File: src/rtl/tile_sprite_compositor.sv
// Tile-map + sprite pixel compositor with internal map RAM and clear sweep; RGB valid 2 cycles after DrawX/DrawY.
// No backpressure: accepts one pixel every cycle; map writes are dropped while the clear sweep runs.
module tile_sprite_compositor #(
   parameter  int NUM_SPRITES = 4,
   parameter  int TILE_LOG2   = 5,
   parameter  int MAP_W       = 20,
   parameter  int MAP_H       = 15,
   localparam int TC_W        = 10 - TILE_LOG2,
   localparam int MAP_N       = MAP_W * MAP_H,
   localparam int AW          = $clog2(MAP_N)
) (
   input  logic                        Clk,
   input  logic                        Reset,
   input  logic [9:0]                  DrawX,
   input  logic [9:0]                  DrawY,
   input  logic                        blank,
   input  logic                        frame_start,
   input  logic [NUM_SPRITES*TC_W-1:0] spr_x_in,
   input  logic [NUM_SPRITES*TC_W-1:0] spr_y_in,
   input  logic [NUM_SPRITES-1:0]      spr_en_in,
   input  logic [NUM_SPRITES-1:0]      spr_above_in,
   input  logic [NUM_SPRITES*24-1:0]   spr_rgb_in,
   input  logic [NUM_SPRITES-1:0]      spr_pixel,
   input  logic                        pixel_brk,
   input  logic                        map_we,
   input  logic [AW-1:0]               map_waddr,
   input  logic [2:0]                  map_wdata,
   input  logic                        map_clear,
   output logic                        clear_busy,
   output logic [7:0]                  Red,
   output logic [7:0]                  Green,
   output logic [7:0]                  Blue
);

   typedef enum logic {IDLE, CLEAR} clr_state_t;

   clr_state_t state, state_n;
   logic [AW-1:0] clr_addr, clr_addr_n;

   logic [2:0] map_mem [MAP_N];

   logic [NUM_SPRITES*TC_W-1:0] sh_x, sh_y;
   logic [NUM_SPRITES-1:0]      sh_en, sh_above;
   logic [NUM_SPRITES*24-1:0]   sh_rgb;

   logic [TC_W-1:0]        col, row;
   logic                   oom;
   logic [AW-1:0]          raddr;
   logic [NUM_SPRITES-1:0] hit;

   logic [2:0]             code_q;
   logic [NUM_SPRITES-1:0] hit_q;
   logic                   blank_q;

   logic        above_hit, below_hit;
   logic [23:0] above_rgb, below_rgb, pix_rgb, rgb_q;

   logic unused_sub_tile;
   assign unused_sub_tile = ^{DrawX[TILE_LOG2-1:0], DrawY[TILE_LOG2-1:0]};

   // Clear sweep: one tile per cycle, map_clear always restarts from tile 0.
   always_ff @(posedge Clk or posedge Reset) begin
      if (Reset) begin
         state    <= CLEAR;
         clr_addr <= '0;
      end else begin
         state    <= state_n;
         clr_addr <= clr_addr_n;
      end
   end

   always_comb begin
      state_n    = state;
      clr_addr_n = clr_addr;
      if (map_clear) begin
         state_n    = CLEAR;
         clr_addr_n = '0;
      end else if (state == CLEAR) begin
         if (clr_addr == AW'(MAP_N - 1)) begin
            state_n    = IDLE;
            clr_addr_n = '0;
         end else begin
            clr_addr_n = clr_addr + 1'b1;
         end
      end
   end

   assign clear_busy = (state == CLEAR);

   always_ff @(posedge Clk) begin
      if (clear_busy)
         map_mem[clr_addr] <= 3'd0;
      else if (map_we && (int'(map_waddr) < MAP_N))
         map_mem[map_waddr] <= map_wdata;
   end

   // Sprite state only moves at frame boundaries so a frame never tears.
   always_ff @(posedge Clk or posedge Reset) begin
      if (Reset) begin
         sh_x     <= '0;
         sh_y     <= '0;
         sh_en    <= '0;
         sh_above <= '0;
         sh_rgb   <= '0;
      end else if (frame_start) begin
         sh_x     <= spr_x_in;
         sh_y     <= spr_y_in;
         sh_en    <= spr_en_in;
         sh_above <= spr_above_in;
         sh_rgb   <= spr_rgb_in;
      end
   end

   assign col   = DrawX[9:TILE_LOG2];
   assign row   = DrawY[9:TILE_LOG2];
   assign oom   = (int'(col) >= MAP_W) || (int'(row) >= MAP_H);
   assign raddr = AW'(int'(row) * MAP_W + int'(col));

   always_comb begin
      hit = '0;
      for (int i = 0; i < NUM_SPRITES; i++)
         hit[i] = sh_en[i] && (sh_x[i*TC_W +: TC_W] == col) && (sh_y[i*TC_W +: TC_W] == row);
   end

   always_ff @(posedge Clk or posedge Reset) begin
      if (Reset) begin
         code_q  <= 3'd0;
         hit_q   <= '0;
         blank_q <= 1'b1;
      end else begin
         code_q  <= (oom || clear_busy) ? 3'd0 : map_mem[raddr];
         hit_q   <= hit;
         blank_q <= blank;
      end
   end

   // Descending scan so the lowest-index sprite wins within each priority class.
   always_comb begin
      above_hit = 1'b0;
      below_hit = 1'b0;
      above_rgb = 24'h000000;
      below_rgb = 24'h000000;
      for (int i = NUM_SPRITES - 1; i >= 0; i--) begin
         if (hit_q[i] && spr_pixel[i]) begin
            if (sh_above[i]) begin
               above_hit = 1'b1;
               above_rgb = sh_rgb[i*24 +: 24];
            end else begin
               below_hit = 1'b1;
               below_rgb = sh_rgb[i*24 +: 24];
            end
         end
      end

      pix_rgb = 24'h000000;
      if (blank_q) begin
         pix_rgb = 24'h000000;
      end else if (above_hit) begin
         pix_rgb = above_rgb;
      end else begin
         case (code_q)
            3'd0:    pix_rgb = below_hit ? below_rgb : 24'h000000;
            3'd1:    pix_rgb = 24'h505050;
            3'd2:    pix_rgb = pixel_brk ? 24'h964B00 : 24'h421010;
            3'd3,
            3'd4:    pix_rgb = 24'hFFD700;
            default: pix_rgb = 24'h000000;
         endcase
      end
   end

   always_ff @(posedge Clk or posedge Reset) begin
      if (Reset) rgb_q <= 24'h000000;
      else       rgb_q <= pix_rgb;
   end

   assign Red   = rgb_q[23:16];
   assign Green = rgb_q[15:8];
   assign Blue  = rgb_q[7:0];

endmodule

File: config.mk
export PLATFORM = sky130hd
export DESIGN_NAME = tile_sprite_compositor
export DESIGN_NICKNAME = d
export VERILOG_FILES = /design/src/rtl/tile_sprite_compositor.sv
export SDC_FILE = /design/constraint.sdc
export NUM_CORES = 1
export LEC_CHECK = 0
export ABC_AREA = 1
export CORE_UTILIZATION = 30
export DETAILED_ROUTE_END_ITERATION = 6
export DONT_BUFFER_PORTS = 1
export REMOVE_ABC_BUFFERS = 1
export SLEW_MARGIN = 20
export SYNTH_ARGS = -nofsm -noshare
export SYNTH_HDL_FRONTEND = slang
export SYNTH_SLANG_ARGS = --single-unit
export TNS_END_PERCENT = 20
File: constraint.sdc
create_clock -name Clk -period 10.9 [get_ports Clk]
set_input_delay 1.09 -clock Clk [delete_from_list [all_inputs] [get_ports Clk]]
set_output_delay 1.09 -clock Clk [all_outputs]
set_load 0.005 [all_outputs]
==> metrics.cfg <==
[layout]
nNetsFinal = 4479
post-route-util_pct = 33.6
drive_gt1_share_pct = 7.15
syn_to_final_growth_pct = 11.0
fillCellCount = 15600
fin_area_um2 = 52500

[floorplanning]
die-area_um2 = 159000
start_util_pct = 30.2
std_cell_rows = 145
pin_count = 212
die-width_um = 399
core-area_um2 = 156000
die_h_um = 399

[yosys]
async_reset_ff_share_pct = 17.1
synth_cell_types = 46
avgSynthCellArea_um2 = 10.7
synth.mux.area_fraction_pct = 0.905
synth_edf_count = 900
ys_top_cells_by_count = nand2_1, edfxtp_1, nand3_1
synth.most_common_cell = nand2_1
synth.top_cell.area_share_pct = 57.1
synth-compound-area-share_pct = 5.50
synth_xor_area_share_pct = 0.481
synth_top_family_by_area = simple AND/OR/NAND/NOR gates
ys_ff_latch = 1086
syn_inst = 4420
yosys.area_share.adder_pct = 0.349
synth-simple-area-share_pct = 21.2
synth_area_leaders = edfxtp_1, dfrtp_1, nand3_1
synth_top_cell_by_area = edfxtp_1
yosysWarningCount = 0
ys_seq_area_share_pct = 67.0
synth_flop_cell = edfxtp_1
syn_area_um2 = 47300

[routing]
detail_route.drc_violations = 0
vias_per_cell = 5.08
final_antenna_net_count = 0
drt_pass1_iterations = 5
wl_um = 129000
dr_total_vias = 32600
avgRoutedWirePerCell_um = 20.0
drt_iter0_drc = 3156

[cts]
cts_buffers = 108
clock_sink_count = 1086
holdBufCountCts = 0
cts_tree = yes
clock_latency_ns = 0.72
clk_pin_slew_ns = 0.06
cts-root-buf = clkbuf_16
cts-resized-gates = 0
postCtsSetupBuffers = 0
h-tree-depth = 3
cts_buffer_depth = 3

[timing]
rsz0062_at_grt = false
finalHoldViolations = 0
max_freq_mhz = 153
drv_slew = 419
skew_ns = 0.0720
layout_min_cycle_time_ns = 6.53
setup_viol = 0
post-route-period-util_pct = 59.9
tns_ns = 0
worst_pin_slew_ns = 2.61
layout_setup_ws_ns = 4.37
slew_headroom_pct = -74.1

[global_route]
grt_pass1_wl_um = 193000
grt-ovfl-total = 0
grt_max_degree = 474
grt_usage_pct = 15.8
antenna_found_initial = 3
grt_pass1_vias = 31800

[critical_path]
rrSetupSlack_ns = 6.88
arrival_ns = 7.08
cp.required_ns = 11.46
cp-startpoint = DrawX[5]
cp_max_fo = 473
worst_setup_path_start_kind = primary input
worst_setup_path_end_kind = register
crit_type = in -> reg
r2r_start = clear_busy

[placement]
pre_cts_ws_ns = 5.73
dp_hpwl_um = 70100
dpl_cell_area_um2 = 49100
gp_congestion = 0.826
port-buffer-count = 0

[run]
maxCapViolCount = 0

[min_path]
worstHoldPathType = in -> async

[power_and_ir_drop]
power_mw = 8.82
powerDensity_nw_per_um2 = 168
p_leak_nw = 19.7
peakVddDrop_mv = 0.114

[run_status]
failed_checks = slew limit
status = finished, violations left

## sequential cells by signal, summed over array words and instances (netlist names)
name,flops
map_mem,900
sh_rgb,96
rgb_q,24
sh_x,20
sh_y,20
clr_addr,9
hit_q,4
sh_above,4
sh_en,4
code_q,3
blank_q,1
clear_busy,1
## layer usage
layer / track usage, % / part of all wire (%)
met1: 21.9 / 44
met2: 25.3 / 46
met3: 2.69 / 7.4
met4: 4.61 / 2.5
met5: 0 / 0
## critical path, stage by stage
cell and delay, ns:
inv_8 1.57, buf_4 0.81, buf_4 0.72, nand2_1 0.10
nand3_1 0.12, nand3_1 0.10, nand3_1 0.14, nand3_1 0.13
nand3_1 0.15, nand3_1 0.20, nand3_1 0.14, nand2_1 0.06
a21oi_1 0.36
## where the power goes
group / leakage, nW / switching, mW / internal [mW]
registers: 11.7 / 0.0313 / 4.49
logic: 6.36 / 0.441 / 0.186
clock network: 1.69 / 1.60 / 2.07
total: 19.7 / 2.08 / 6.75
## placed cells by master (no fill, tap or decap), types with 3 or more instances in the layout
cell and n:
o21ai_2 8, o21ai_0 223, clkbuf_16 109, nor3_1 8
edfxtp_1 900, o2111ai_1 9, buf_4 41, clkinv_2 23
nand3_2 10, dfrtp_1 184, a221oi_1 32, nor2_8 4
nor2_2 5, o211ai_1 26, bufinv_16 9, a21oi_1 32
xor2_1 19, o22ai_1 26, inv_8 4, nand3_1 793
o221ai_1 48, nand4_1 5, nor4_1 9, nand2_2 8
inv_1 230, nand3_4 10, clkinv_1 22, inv_2 12
a211oi_1 3, clkbuf_8 4, nand2_1 1015, xnor2_1 5
mux2_2 38, nor2_1 424, clkbuf_1 18, o32ai_1 3
nor2_4 5, ha_1 9
## worst paths after layout
kind | endpoint | cells after the start
worst max-delay path | code_q[2] | 13
worst min-delay path | sh_y[6] | 1
worst max register to register | map_mem[137][0] | 7
worst min register to register | sh_en[1] | 1
max in group asynchronous | sh_rgb[32] | 2
min in group Clk | blank_q | 0
## kinds of logic after synthesis
logic type / Yosys count
AOI/OAI and AO/OA: 417
xor gates and xnor gates: 26
adders and majority gates: 12
DFF: 1086
muxes: 38
buffers and inverters: 539
and+or+nand+nor: 2302
## metrics by stage
| stage | hold WS [ns] | std cells |
|---|---|---|
| global placement | 0.489 | 6228 |
| floorplan | 0.474 | 4127 |
| CTS | 0.324 | 6421 |
| detailed placement | 0.498 | 6228 |
| finish | 0.347 | 6423 |
| global route | 0.329 | 6422 |
## final cells by class
| type | count | area, µm² | share of cell area [%] |
|---|---|---|---|
| repair buffers | 43 | 348 | 0.662 |
| flip-flops and latches | 1086 | 31700 | 60.3 |
| well taps | 2058 | 2570 | 4.90 |
| diodes | 2 | 5.00 | 0.00953 |
| inverters | 246 | 948 | 1.81 |
| multi-input cells | 2795 | 13500 | 25.8 |
| clock buffers | 131 | 2850 | 5.43 |
| clock inverters | 62 | 592 | 1.13 |
No activity file was read; power rests on OpenSTA's default activity.
